File: config.mk
export PLATFORM = sky130hd
export DESIGN_NAME = seg_serial_out
export DESIGN_NICKNAME = d
export VERILOG_FILES = /design/src/rtl/seg_pkg.sv /design/src/rtl/seg_serial_out_phase_ctr.sv /design/src/rtl/seg_serial_out.sv
export SDC_FILE = /design/constraint.sdc
export NUM_CORES = 1
export LEC_CHECK = 0
export BUFFER_PORTS_ARGS = -buffer_cell sky130_fd_sc_hd__buf_4
export CAP_MARGIN = 10
export CORE_ASPECT_RATIO = 1.5
export CORE_MARGIN = 1.5
export CORE_UTILIZATION = 55
export DETAILED_ROUTE_END_ITERATION = 6
export HOLD_SLACK_MARGIN = 0.08
export PLACE_DENSITY = 0.82
export SLEW_MARGIN = 20
export SYNTH_ARGS = -nofsm -noshare
export SYNTH_HDL_FRONTEND = slang
export SYNTH_SLANG_ARGS = --single-unit
File: constraint.sdc
create_clock -name clk -period 4.94 [get_ports clk]
set_input_delay 0.494 -clock clk [delete_from_list [all_inputs] [get_ports clk]]
set_output_delay 0.494 -clock clk [all_outputs]
set_load 0.01 [all_outputs]
File: src/rtl/seg_pkg.sv
// Shared definitions for the 7-segment serial output path.
// Holds the shifter FSM state encoding, the native frame width of the
// 8-digit segment decoder and the default serial-clock divider.
package seg_pkg;

  typedef enum logic [1:0] {
    ST_IDLE  = 2'd0,
    ST_SHIFT = 2'd1,
    ST_LATCH = 2'd2
  } seg_state_t;

  // 8 digits x 8 segment lines, active-low
  localparam int SEG_FRAME_W = 64;

  // System cycles per serial-clock half-period
  localparam int SEG_DIV_DEF = 2;

endpackage

File: src/rtl/seg_serial_out_phase_ctr.sv
// seg_phase_ctr: bit-period phase counter for the serial shifter.
// Counts 0..2*DIV-1 while enabled and wraps to 0. Cleared on frame
// acceptance and when the latch pulse ends.
// Ports:
//   clk, rst : system clock, async active-high reset
//   clr      : synchronous clear (priority over en)
//   en       : advance the phase
//   hi       : registered, 1 while phase >= DIV (drives the serial clock)
//   wrap     : phase is at 2*DIV-1 and counting (last cycle of a bit)
//   half_end : phase is at DIV-1 (last cycle of the low half)
module seg_phase_ctr
  import seg_pkg::*;
#(
  parameter int DIV = SEG_DIV_DEF
) (
  input  logic clk,
  input  logic rst,
  input  logic clr,
  input  logic en,
  output logic hi,
  output logic wrap,
  output logic half_end
);

  localparam int PW = $clog2(2 * DIV);
  localparam logic [PW-1:0] LAST = PW'(2 * DIV - 1);
  localparam logic [PW-1:0] MID  = PW'(DIV - 1);

  logic [PW-1:0] phase_r;
  logic          hi_r;

  // Phase register with registered high-half flag; hi follows phase >= DIV
  always_ff @(posedge clk or posedge rst) begin
    if (rst) begin
      phase_r <= '0;
      hi_r    <= 1'b0;
    end else if (clr) begin
      phase_r <= '0;
      hi_r    <= 1'b0;
    end else if (en) begin
      if (phase_r == LAST) begin
        phase_r <= '0;
        hi_r    <= 1'b0;
      end else begin
        phase_r <= phase_r + PW'(1);
        // next phase is >= DIV exactly when the current one is >= DIV-1
        hi_r    <= (phase_r >= MID);
      end
    end else begin
      phase_r <= phase_r;
      hi_r    <= hi_r;
    end
  end

  assign hi       = hi_r;
  assign wrap     = en && (phase_r == LAST);
  assign half_end = (phase_r == MID);

endmodule

File: src/rtl/seg_serial_out.sv
// seg_serial_out: parallel-to-serial shifter for the daisy-chained
// 7-segment shift registers. One start sends one WIDTH-bit frame MSB
// first on a divided serial clock, then pulses the output-latch enable.
// Ports:
//   clk, rst : system clock, async active-high reset
//   start    : frame request, only looked at in IDLE
//   par_data : frame to send, captured on the accepting edge
//   s_clk    : serial shift clock (registers sample on its rising edge)
//   s_data   : serial data, stable for the whole bit period
//   s_clrn   : active-low clear, released one edge after reset
//   s_en     : output-latch enable pulse, DIV cycles long
//   busy     : frame in progress
//   done     : one-cycle pulse when the frame completes
module seg_serial_out
  import seg_pkg::*;
#(
  parameter int WIDTH = SEG_FRAME_W,
  parameter int DIV   = SEG_DIV_DEF
) (
  input  logic             clk,
  input  logic             rst,
  input  logic             start,
  input  logic [WIDTH-1:0] par_data,
  output logic             s_clk,
  output logic             s_data,
  output logic             s_clrn,
  output logic             s_en,
  output logic             busy,
  output logic             done
);

  localparam int BW = $clog2(WIDTH);
  localparam logic [BW-1:0] LAST_BIT = BW'(WIDTH - 1);

  seg_state_t       state_r, state_n;
  logic [WIDTH-1:0] shreg_r, shreg_n;
  logic [BW-1:0]    bitcnt_r, bitcnt_n;
  logic             s_data_r, s_data_n;
  logic             s_en_r, s_en_n;
  logic             busy_r, busy_n;
  logic             done_r, done_n;
  logic             s_clrn_r;
  logic             ctr_clr_s, ctr_en_s;
  logic             hi_s, wrap_s, half_end_s;

  seg_phase_ctr #(.DIV(DIV)) u_phase (
    .clk      (clk),
    .rst      (rst),
    .clr      (ctr_clr_s),
    .en       (ctr_en_s),
    .hi       (hi_s),
    .wrap     (wrap_s),
    .half_end (half_end_s)
  );

  // State and datapath registers; rst aborts any frame without a latch pulse
  always_ff @(posedge clk or posedge rst) begin
    if (rst) begin
      state_r  <= ST_IDLE;
      shreg_r  <= '0;
      bitcnt_r <= '0;
      s_data_r <= 1'b0;
      s_en_r   <= 1'b0;
      busy_r   <= 1'b0;
      done_r   <= 1'b0;
      s_clrn_r <= 1'b0;
    end else begin
      state_r  <= state_n;
      shreg_r  <= shreg_n;
      bitcnt_r <= bitcnt_n;
      s_data_r <= s_data_n;
      s_en_r   <= s_en_n;
      busy_r   <= busy_n;
      done_r   <= done_n;
      s_clrn_r <= 1'b1;
    end
  end

  // Next-state and next-output logic
  always_comb begin
    state_n   = state_r;
    shreg_n   = shreg_r;
    bitcnt_n  = bitcnt_r;
    s_data_n  = s_data_r;
    s_en_n    = s_en_r;
    busy_n    = busy_r;
    done_n    = 1'b0;
    ctr_clr_s = 1'b0;
    ctr_en_s  = 1'b0;
    case (state_r)
      ST_IDLE: begin
        if (start) begin
          state_n   = ST_SHIFT;
          shreg_n   = par_data;
          s_data_n  = par_data[WIDTH-1];
          bitcnt_n  = '0;
          busy_n    = 1'b1;
          ctr_clr_s = 1'b1;
        end else begin
          state_n   = ST_IDLE;
        end
      end
      ST_SHIFT: begin
        ctr_en_s = 1'b1;
        if (wrap_s) begin
          if (bitcnt_r == LAST_BIT) begin
            // counter wraps to phase 0 on its own, which times the latch pulse
            state_n  = ST_LATCH;
            s_en_n   = 1'b1;
            s_data_n = 1'b0;
          end else begin
            shreg_n  = {shreg_r[WIDTH-2:0], 1'b0};
            s_data_n = shreg_r[WIDTH-2];
            bitcnt_n = bitcnt_r + BW'(1);
          end
        end else begin
          state_n = ST_SHIFT;
        end
      end
      ST_LATCH: begin
        if (half_end_s) begin
          state_n   = ST_IDLE;
          s_en_n    = 1'b0;
          busy_n    = 1'b0;
          done_n    = 1'b1;
          ctr_clr_s = 1'b1;
        end else begin
          ctr_en_s  = 1'b1;
        end
      end
      default: begin
        state_n   = ST_IDLE;
        s_en_n    = 1'b0;
        busy_n    = 1'b0;
        ctr_clr_s = 1'b1;
      end
    endcase
  end

  assign s_clk  = hi_s;
  assign s_data = s_data_r;
  assign s_clrn = s_clrn_r;
  assign s_en   = s_en_r;
  assign busy   = busy_r;
  assign done   = done_r;

endmodule

==> results of run 1 <==
==> where the power goes <==
group / internal, mW / switching (mW)
Sequential: 0.895 / 0.140
Clock: 0.363 / 0.229
Combinational: 0.510 / 0.718
==> metrics by stage <==
step                      worst slack (ps)  cells  utilization (%)
after floorplan                       2450    369                -
after global placement                1900    492             64.3
after detailed placement              1740    492             64.3
after CTS                             1750    508             68.0
after global routing                  1540    508             68.0
final                                 1750    508             68.0
==> cell usage after synthesis, drive strengths merged (2+ instances only) <==
master	n	area, um^2
clkbuf	11	42.5
and3	3	18.8
inv	7	26.3
nor2b	2	20.0
or3	2	12.5
nor2	7	26.3
nand3	3	20.0
ha	7	87.6
nand2b	2	12.5
a21oi	6	30.0
nand2	6	25.0
buf	20	161
o21ai	132	702
mux2i	62	621
dfrtp	78	1950
and2	2	12.5
==> layout make-up <==
type	instances	area, um^2	area share, %
well taps	78	97.6	2.08
multi-input cells	253	1790	38.1
inverters	7	27.5	0.587
clock inverters	5	105	2.24
flip-flops and latches	78	1950	41.6
clock buffers	11	151	3.23
repair buffers	76	571	12.2
==> routing by layer <==
layer | wire [um] | GRT usage [%]
met1 | 3420 | 30.1
met3 | 292 | 3.20
met2 | 4410 | 38.2
met4 | 96 | 7.28
met5 | 0 | 0
==> kinds of logic (layout without fill, tap and decap cells) <==
family	count (synthesis)	count (layout)	share of synthesized area (%)
AO/OA/AOI/OAI	151	151	21.9
adder cells (fa/ha/maj)	7	7	2.22
buffers and inverters	38	99	5.84
flip-flops	78	78	49.5
multiplexers	62	62	15.8
other	1	1	0.0952
AND/OR/NAND/NOR	32	32	4.61
==> sequential cells by signal, summed over array words and instances (netlist names) <==
register         count
busy                 1
done                 1
s_clrn               1
u_phase.phase_r      2
shreg_r             63
s_data               1
bitcnt_r             6
state_r              2
s_en                 1
==> worst paths after layout <==
check,startpoint,to,slack [ps],cells after the start
max in group asynchronous,rst,shreg_r[21]$_DFFE_PP0P_,3860,3
min in group asynchronous,rst,shreg_r[38]$_DFFE_PP0P_,450,3
hold / removal,par_data[0],shreg_r[0]$_DFFE_PP0P_,420,2
hold reg to reg,shreg_r[34]$_DFFE_PP0P_,shreg_r[34]$_DFFE_PP0P_,500,2
setup reg to reg,state_r[1]$_DFFE_PP0P_,shreg_r[56]$_DFFE_PP0P_,1750,7
setup / recovery,state_r[1]$_DFFE_PP0P_,shreg_r[56]$_DFFE_PP0P_,1750,7
==> flow_metrics.py, run 1 <==
metrics = {
    "global_routing": {
        "grt_pass1_vias": 2967,
        "antenna_found_initial": 0,
        "grt_usage_pct": 22.7,
        "grt_max_degree": 79,
        "grt_pass1_wl_um": 13800,
        "overflow": 0,
    },
    "clock_tree": {
        "numCtsBuffers": 9,
        "cts_resized": 0,
        "h-tree-depth": 3,
        "cts_root_buffer": "clkbuf_8",
        "clk_latency_ps": 340,
        "ctsHoldBuffers": 0,
        "post_cts_buffers": 0,
        "clkTransAtPathRegs_ps": 80,
        "clock_path_buffers": 2,
        "cts_tree": "done",
        "clock_sink_count": 78,
    },
    "critical_path": {
        "slowest_stage": "buf_4",
        "start_kind": "register",
        "critical-path-max-stage-delay_ps": 690,
        "arrival_ps": 3380,
        "worstSetupPathType": "register to register",
        "crit_path_cell_trace": "inv_1, ha_4, buf_4, inv_1, o21ai_4, buf_4, o21ai_0",
        "crit_required_ps": 5130,
        "crit_family": "buffers and inverters",
        "crit_path_max_fanout": 66,
        "end_kind": "register",
        "cp.buffers_inverters": 4,
    },
    "min_path": {
        "worstHoldPathType": "primary input to register",
    },
    "sta": {
        "fin_setup_tns_ps": 0,
        "timing.final.crit_share_pct": 64.5,
        "min_period_ps": 3190,
        "worst_slew_pin_slew_ps": 1040,
        "rsz0062_at_grt": "no",
        "setup_violations": 0,
        "max_freq_mhz": 314,
        "relSlewSlack_pct": 30.9,
        "clock-skew-final_ps": 7.29,
        "holdWs_ps": 415,
        "hold_viol": 0,
        "final-max-slew-violation-count": 0,
    },
    "route": {
        "ant_nets": 0,
        "firstDrtPassIters": 4,
        "wl_per_cell_um": 16.2,
        "drc": 0,
        "vias_per_cell": 5.85,
        "wl_um": 8220,
        "routed-via-count": 2973,
        "drt_iter0_drc": 360,
    },
    "floorplan": {
        "start_util_pct": 57.1,
        "fp.coreArea_mm2": 0.00690,
        "ios": 73,
        "dieHeight_um": 107,
        "rows": 37,
        "die-area_mm2": 0.00769,
        "die_w_um": 72.1,
    },
    "final_layout": {
        "drive_above_1_share_pct": 26.5,
        "final_common_cell": "dfrtp_1",
        "final_nets": 499,
        "layout_common_cells": "78 x dfrtp_1, 76 x buf_4, 67 x o21ai_1",
        "fillCellCount": 535,
        "area_growth_pct": 19.0,
        "post-route-cell-area_mm2": 0.00469,
        "antennaDiodeCount": 0,
    },
    "synthesis": {
        "ys_types": 43,
        "synthFlopType": "dfrtp_1",
        "syn_avg_cell_area_um2": 10.7,
        "synth-edff-count": 0,
        "netlist_instances": 369,
        "ys_warn_count": 0,
        "syn_nets": 443,
        "mappedNetlistArea_mm2": 0.00394,
        "async_flop_share_pct": 100,
        "ys_ff_latch": 78,
        "yosysSeqAreaShare_pct": 49.5,
    },
    "status": {
        "status": "completed",
    },
    "power": {
        "p_total_mw": 2.86,
        "leakage_nw": 2.40,
        "power_density_mw_per_mm2": 609,
        "ir_drop_v": 0.000386,
    },
    "placement": {
        "post_dp_cell_area_mm2": 0.00443,
        "portBuffers": 72,
        "dp_hpwl_um": 5190,
        "gp_congestion": 0.718,
    },
    "job": {
        "cap_violations": 0,
    },
}
Note: power is estimated with default switching activity, not from simulation.
==> inputs of run 2 (changes only) <==
Settings changed: ABC_AREA set to 1.
Clock period 4.94 ns to 3 ns, I/O delays scaled along.
==> run 2 against run 1 <==
Maximum frequency grew 51%. Routed wire length grew 3.2%. Cell area grew 3.2%. Hold slack lost 210 ps. First-iteration DRC count shrank 39%. Critical path depth grew 1. Sequential power is essentially flat. Combinational power shrank 93%. Synthesized area grew 2.5%. Via count grew 23%. Die area grew 2.4%. Setup slack lost 870 ps. Critical path type unchanged.
==> flow_metrics.py, run 2 <==
metrics = {
    "global_routing": {
        "grt_max_degree": 70,
        "overflow": 0,
        "grt_pass1_wl_um": 14900,
        "grt_usage_pct": 24.0,
        "antenna_found_initial": 0,
        "grt_pass1_vias": 3508,
    },
    "sta": {
        "worst_slew_pin_slew_ps": 726,
        "relSlewSlack_pct": 51.6,
        "max_freq_mhz": 473,
        "rsz0062_at_grt": "no",
        "min_period_ps": 2110,
        "final-max-slew-violation-count": 0,
        "clock-skew-final_ps": 7.52,
        "hold_viol": 0,
        "fin_setup_tns_ps": 0,
        "setup_violations": 0,
        "timing.final.crit_share_pct": 70.5,
    },
    "floorplan": {
        "fp.coreArea_mm2": 0.00718,
        "rows": 38,
        "ios": 73,
        "die_w_um": 73.0,
        "die-area_mm2": 0.00787,
        "start_util_pct": 56.2,
        "dieHeight_um": 108,
    },
    "route": {
        "wl_um": 8480,
        "wl_met3_um": 270,
        "vias_per_cell": 4.88,
        "routed-via-count": 3669,
        "drt-met1-wl_um": 3490,
        "wl_per_cell_um": 11.3,
        "drc": 0,
        "wl_met2_um": 4530,
        "route.top_layer_used": "met4",
        "firstDrtPassIters": 4,
        "drt_iter0_drc": 218,
        "ant_nets": 0,
    },
    "power": {
        "power_frac_comb_pct": 4.5,
        "ir_drop_v": 0.000295,
        "p_seq_share_pct": 52.5,
        "leakage_nw": 2.90,
        "power_density_mw_per_mm2": 414,
        "p_total_mw": 2.00,
        "swShare_pct": 20.2,
        "p_clk_share_pct": 43.0,
        "internal_power_mw": 1.60,
        "power_switching_mw": 0.404,
    },
    "critical_path": {
        "arrival_ps": 2350,
        "cp-startpoint": "state_r[0]$_DFFE_PP0P_",
        "crit_path_max_fanout": 27,
        "crit_family": "simple AND/OR/NAND/NOR gates",
        "reg2reg_from": "state_r[0]$_DFFE_PP0P_",
        "start_kind": "register",
        "cp_common_cell": "nand2_1",
        "worstSetupPathType": "register to register",
        "slowest_stage": "nand3_2",
        "crit_required_ps": 3240,
        "crit_path_cell_trace": "inv_1, ha_1, nand2_1, o21ai_2, nand3_2, buf_4, nand2_1, nand2_1",
        "critical-path-max-stage-delay_ps": 480,
        "end_kind": "register",
        "cp.buffers_inverters": 2,
    },
    "final_layout": {
        "area_growth_pct": 19.9,
        "top_regs": "shreg_r (63), bitcnt_r (6)",
        "antennaDiodeCount": 0,
        "layout_common_cells": "409 x nand2_1, 78 x dfrtp_1, 77 x buf_4",
        "drive_above_1_share_pct": 15.5,
        "top_register": "shreg_r",
        "fin_util_pct": 67.4,
        "final_nets": 721,
        "final_common_cell": "nand2_1",
        "largest_reg_flops": 63,
        "final_cells": 752,
    },
    "clock_tree": {
        "clk_latency_ps": 350,
        "cts_resized": 0,
        "clock_path_buffers": 2,
        "h-tree-depth": 3,
        "cts_tree": "done",
        "cts_root_buffer": "clkbuf_8",
        "clock_sink_count": 78,
        "numCtsBuffers": 9,
        "ctsHoldBuffers": 1,
        "post_cts_buffers": 0,
        "clkTransAtPathRegs_ps": 70,
    },
    "synthesis": {
        "ys_warn_count": 0,
        "synthFlopType": "dfrtp_1",
        "ys_top_cells_by_count": "409 x nand2_1, 78 x dfrtp_1, 16 x inv_1",
        "ys_ff_latch": 78,
        "synth_most_common_cell": "nand2_1",
        "async_flop_share_pct": 100,
        "yosysSeqAreaShare_pct": 48.3,
        "synth_area_leaders": "dfrtp_1 48%, nand2_1 38%, ha_1 2.2%, buf_6 1.7%, buf_2 1.6%",
        "syn_avg_cell_area_um2": 6.90,
        "mappedNetlistArea_mm2": 0.00404,
        "syn_nets": 659,
        "synth-edff-count": 0,
        "ys_types": 22,
        "netlist_instances": 585,
        "synth_top_area_share_pct": 48.3,
        "yosys.area.top_type": "dfrtp_1",
    },
    "job": {
        "cap_violations": 0,
    },
    "placement": {
        "dp_hpwl_um": 5540,
        "post-place-cells": 735,
        "portBuffers": 72,
        "gp_congestion": 0.836,
    },
    "min_path": {
        "worstHoldPathType": "primary input to register",
        "min_from": "par_data[0]",
    },
    "status": {
        "status": "completed",
    },
}
[run 2: cell count changes in the layout (fill, tap and decap cells not counted), sizes merged, moves of 3 or more]
cell / change
mux2i: -62
o21ai: -120
nor2: +4
nand3: +9
and3: -3
buf: +3
clkinv: +3
nand2: +403
inv: +11
[run 2: worst register-to-register path, stage by stage (launching register included)]
cell     delay, ps
dfrtp_1        420
inv_1          100
ha_1           230
nand2_1        130
o21ai_2        110
nand3_2        480
buf_4          400
nand2_1         80
nand2_1         60
[run 2: metal layers]
metal  GRT usage, %  vias up
li1               -     1881
met1           27.9     1713
met2           43.6       61
met3           3.17       14
met4           9.84        0
met5              0        -
[run 2: logic make-up after synthesis]
| group | synth area share, % |
|---|---|
| other | 0.0929 |
| adder cells (fa/ha/maj) | 2.17 |
| buffers and inverters | 6.07 |
| AO/OA/AOI/OAI | 2.29 |
| flip-flops | 48.3 |
| AND/OR/NAND/NOR | 41.0 |
[run 2: worst paths after layout]
kind                                                 to  slack [ps]  depth (start not counted)
worst max-delay path             shreg_r[2]$_DFFE_PP0P_         890                          8
worst min register to register   shreg_r[1]$_DFFE_PP0P_         480                          2
worst max register to register   shreg_r[2]$_DFFE_PP0P_         890                          8
max in group asynchronous       shreg_r[49]$_DFFE_PP0P_        1750                          4
worst min-delay path             shreg_r[0]$_DFFE_PP0P_         210                          3
min in group asynchronous       shreg_r[34]$_DFFE_PP0P_         600                          3
[run 2: metrics by stage]
stage	hold WS (ps)	worst slack, ps	cell area [um^2]
6_report	209	885	4840
5_1_grt	228	671	4840
4_1_cts	197	865	4840
3_5_place_dp	426	890	4620
3_3_place_gp	419	970	4620
2_1_floorplan	447	705	4040
[run 2: layout make-up]
class                   instances  area [um^2]
multi-input cells             459         1850
flip-flops and latches         78         1950
inverters                      19         72.6
clock inverters                 4         70.1
clock buffers                  12          145
repair buffers                 80          628
fillers                       602         2340
well taps                     100          125
[run 2: power groups by stage]
stage               logic, mW  registers, mW  clock network, mW
floorplan              0.0157           1.07                  0
global placement       0.0910           1.07                  0
detailed placement     0.0920           1.07                  0
CTS                    0.0932           1.05              0.873
global route            0.101           1.05              0.911
finish                 0.0908           1.05              0.860
==> inputs of run 3 (changes only) <==
Settings changed: ABC_AREA 1 to 0.
Clock period 3 ns to 2.03 ns, I/O delays scaled along.
==> run 3 against run 2 <==
Setup slack worse by 770 ps. Sequential share of layout area is 0.38 points higher. Utilization up 2.1 points. Hold slack worse by 110 ps. Routed wire length decreased by 3.0%. Via count is 16% lower. Cell area shrank 0.88%. Sequential power up 140%. Die area down 2.3%. Flip-flop and latch count did not move. Largest cell class unchanged.
==> flow_metrics.py, run 3 (synthesized netlist as in run 1, its figures left out) <==
metrics = {
    "status": {
        "status": "completed",
    },
    "critical_path": {
        "cp-startpoint": "state_r[1]$_DFFE_PP0P_",
        "worstSetupPathType": "register to register",
        "arrival_ps": 2150,
        "crit_required_ps": 2260,
        "crit_path_max_fanout": 52,
        "cp_common_cell": "o21ai_0",
        "start_kind": "register",
        "crit_path_cell_trace": "inv_1, ha_1, nand2_2, a211o_2, buf_12, o21ai_0, o21ai_0",
        "critical-path-max-stage-delay_ps": 390,
        "slowest_stage": "a211o_2",
        "reg2reg_from": "state_r[1]$_DFFE_PP0P_",
        "end_kind": "register",
    },
    "final_layout": {
        "antennaDiodeCount": 0,
        "area_growth_pct": 21.8,
        "final_common_cell": "buf_4",
        "seq_area_mm2": 0.00195,
        "layout_common_cells": "91 x buf_4, 77 x dfrtp_1, 71 x o21ai_1",
        "drive_above_1_share_pct": 29.5,
        "top_regs": "shreg_r (63), bitcnt_r (6)",
        "multi_input_area_mm2": 0.00179,
        "top_register": "shreg_r",
        "fillCellCount": 544,
        "largest_reg_flops": 63,
        "final_nets": 517,
    },
    "sta": {
        "max_freq_mhz": 521,
        "min_period_ps": 1920,
        "relSlewSlack_pct": 55.6,
        "setup_violations": 0,
        "clock-skew-final_ps": 9.72,
        "holdWs_ps": 102,
        "fin_setup_tns_ps": 0,
        "worst_slew_pin_slew_ps": 664,
        "hold_viol": 0,
        "timing.final.crit_share_pct": 94.5,
        "final-max-slew-violation-count": 0,
        "rsz0062_at_grt": "no",
    },
    "floorplan": {
        "rows": 37,
        "fp.coreArea_mm2": 0.00690,
        "dieHeight_um": 107,
        "start_util_pct": 57.1,
        "die_w_um": 72.1,
        "die-area_mm2": 0.00769,
        "ios": 73,
    },
    "global_routing": {
        "overflow": 0,
        "use_met1_pct": 28.7,
        "grt_max_degree": 53,
        "grt_pass1_vias": 3057,
        "met2_usage_pct": 38.8,
        "busiest_layer": "met2",
        "grt_use_met3_pct": 5.45,
        "grt_pass1_wl_um": 13900,
        "antenna_found_initial": 0,
        "grt_usage_pct": 23.4,
    },
    "power": {
        "p_seq_share_pct": 36.5,
        "power_frac_comb_pct": 46.6,
        "power_switching_mw": 2.70,
        "internal_power_mw": 4.22,
        "leakage_nw": 2.47,
        "p_clk_share_pct": 16.9,
        "power_density_mw_per_mm2": 1440,
        "swShare_pct": 39.0,
        "p_total_mw": 6.91,
        "ir_drop_v": 0.000955,
    },
    "min_path": {
        "worstHoldPathType": "primary input to register",
        "min_from": "par_data[0]",
    },
    "clock_tree": {
        "clock_sink_count": 78,
        "clkTransAtPathRegs_ps": 80,
        "h-tree-depth": 3,
        "clk_latency_ps": 360,
        "clock_path_buffers": 2,
        "numCtsBuffers": 9,
        "cts_root_buffer": "clkbuf_8",
        "cts_tree": "done",
    },
    "route": {
        "firstDrtPassIters": 4,
        "wl_per_cell_um": 15.7,
        "drt_iter0_drc": 283,
        "ant_nets": 0,
        "routed-via-count": 3091,
        "wl_um": 8230,
        "drc": 0,
        "vias_per_cell": 5.88,
    },
    "placement": {
        "gp_congestion": 0.757,
        "dp_hpwl_um": 5620,
        "portBuffers": 72,
    },
    "job": {
        "cap_violations": 0,
    },
}
==> run 3: cell count changes in the layout (fill, tap and decap cells not counted), moves of 3 or more <==
cell,before,now
mux2i_1,0,62
and3_1,0,3
buf_4,77,91
o21ai_1,5,71
nand3_1,11,2
o21ai_0,6,50
o21ai_2,1,10
nand2_1,409,5
inv_1,15,6
nor2_1,10,6
==> run 3: metrics by stage <==
step,cells,cell area (um^2),setup WS [ps],util (%)
6_report,526,4800,112,69.6
5_1_grt,526,4800,15.4,69.6
4_1_cts,521,4760,10.3,69.0
3_5_place_dp,504,4550,36.5,66.0
3_3_place_gp,504,4550,146,66.0
2_1_floorplan,369,3940,264,-
==> run 3: area by class of cell <==
cell class              instances  area share (%)
flip-flops and latches         78            40.7
multi-input cells             253            37.2
clock inverters                 6            1.28
well taps                      78            2.03
clock buffers                  10            2.87
inverters                       7           0.626
repair buffers                 94            15.3
==> run 3: repair_timing <==
item                                    4_1_cts  5_1_grt
buffers inserted                              0        5
gates resized for setup                       0        5
endpoints found under the setup margin        0       65
hold endpoints to repair                     27        0
hold buffers                                  1        0
==> run 3: final timing paths <==
check                                          end  slack, ps  cells past startpoint
max                        shreg_r[59]$_DFFE_PP0P_        110                      7
min                         shreg_r[0]$_DFFE_PP0P_        100                      2
max reg2reg                shreg_r[59]$_DFFE_PP0P_        110                      7
min reg2reg                shreg_r[28]$_DFFE_PP0P_        500                      2
max in group asynchronous  shreg_r[45]$_DFFE_PP0P_        940                      4
min in group asynchronous  shreg_r[38]$_DFFE_PP0P_        490                      3
==> run 3: power by group through the flow <==
stage                     Sequential, mW  Combinational (mW)  Clock (mW)
after floorplan                     2.46                2.59           0
after global placement              2.52                3.05           0
after detailed placement            2.56                3.16           0
after CTS                           2.53                3.17        1.20
after global routing                2.59                3.59        1.27
final                               2.52                3.22        1.17
==> run 3: critical path, delay by kind of cell (launching register included) <==
kind / cells / cell delay (ps)
DFF: 1 / 380
and+or+nand+nor: 1 / 110
adders and majority gates: 1 / 320
buffers and inverters: 2 / 280
AOI/OAI and AO/OA: 3 / 690
==> run 3: metal layers <==
metal,vias to the layer above,share of wire (%)
met4,0,2.6
met5,-,0
met2,77,53
met1,1511,40
met3,20,4.0
li1,1483,-
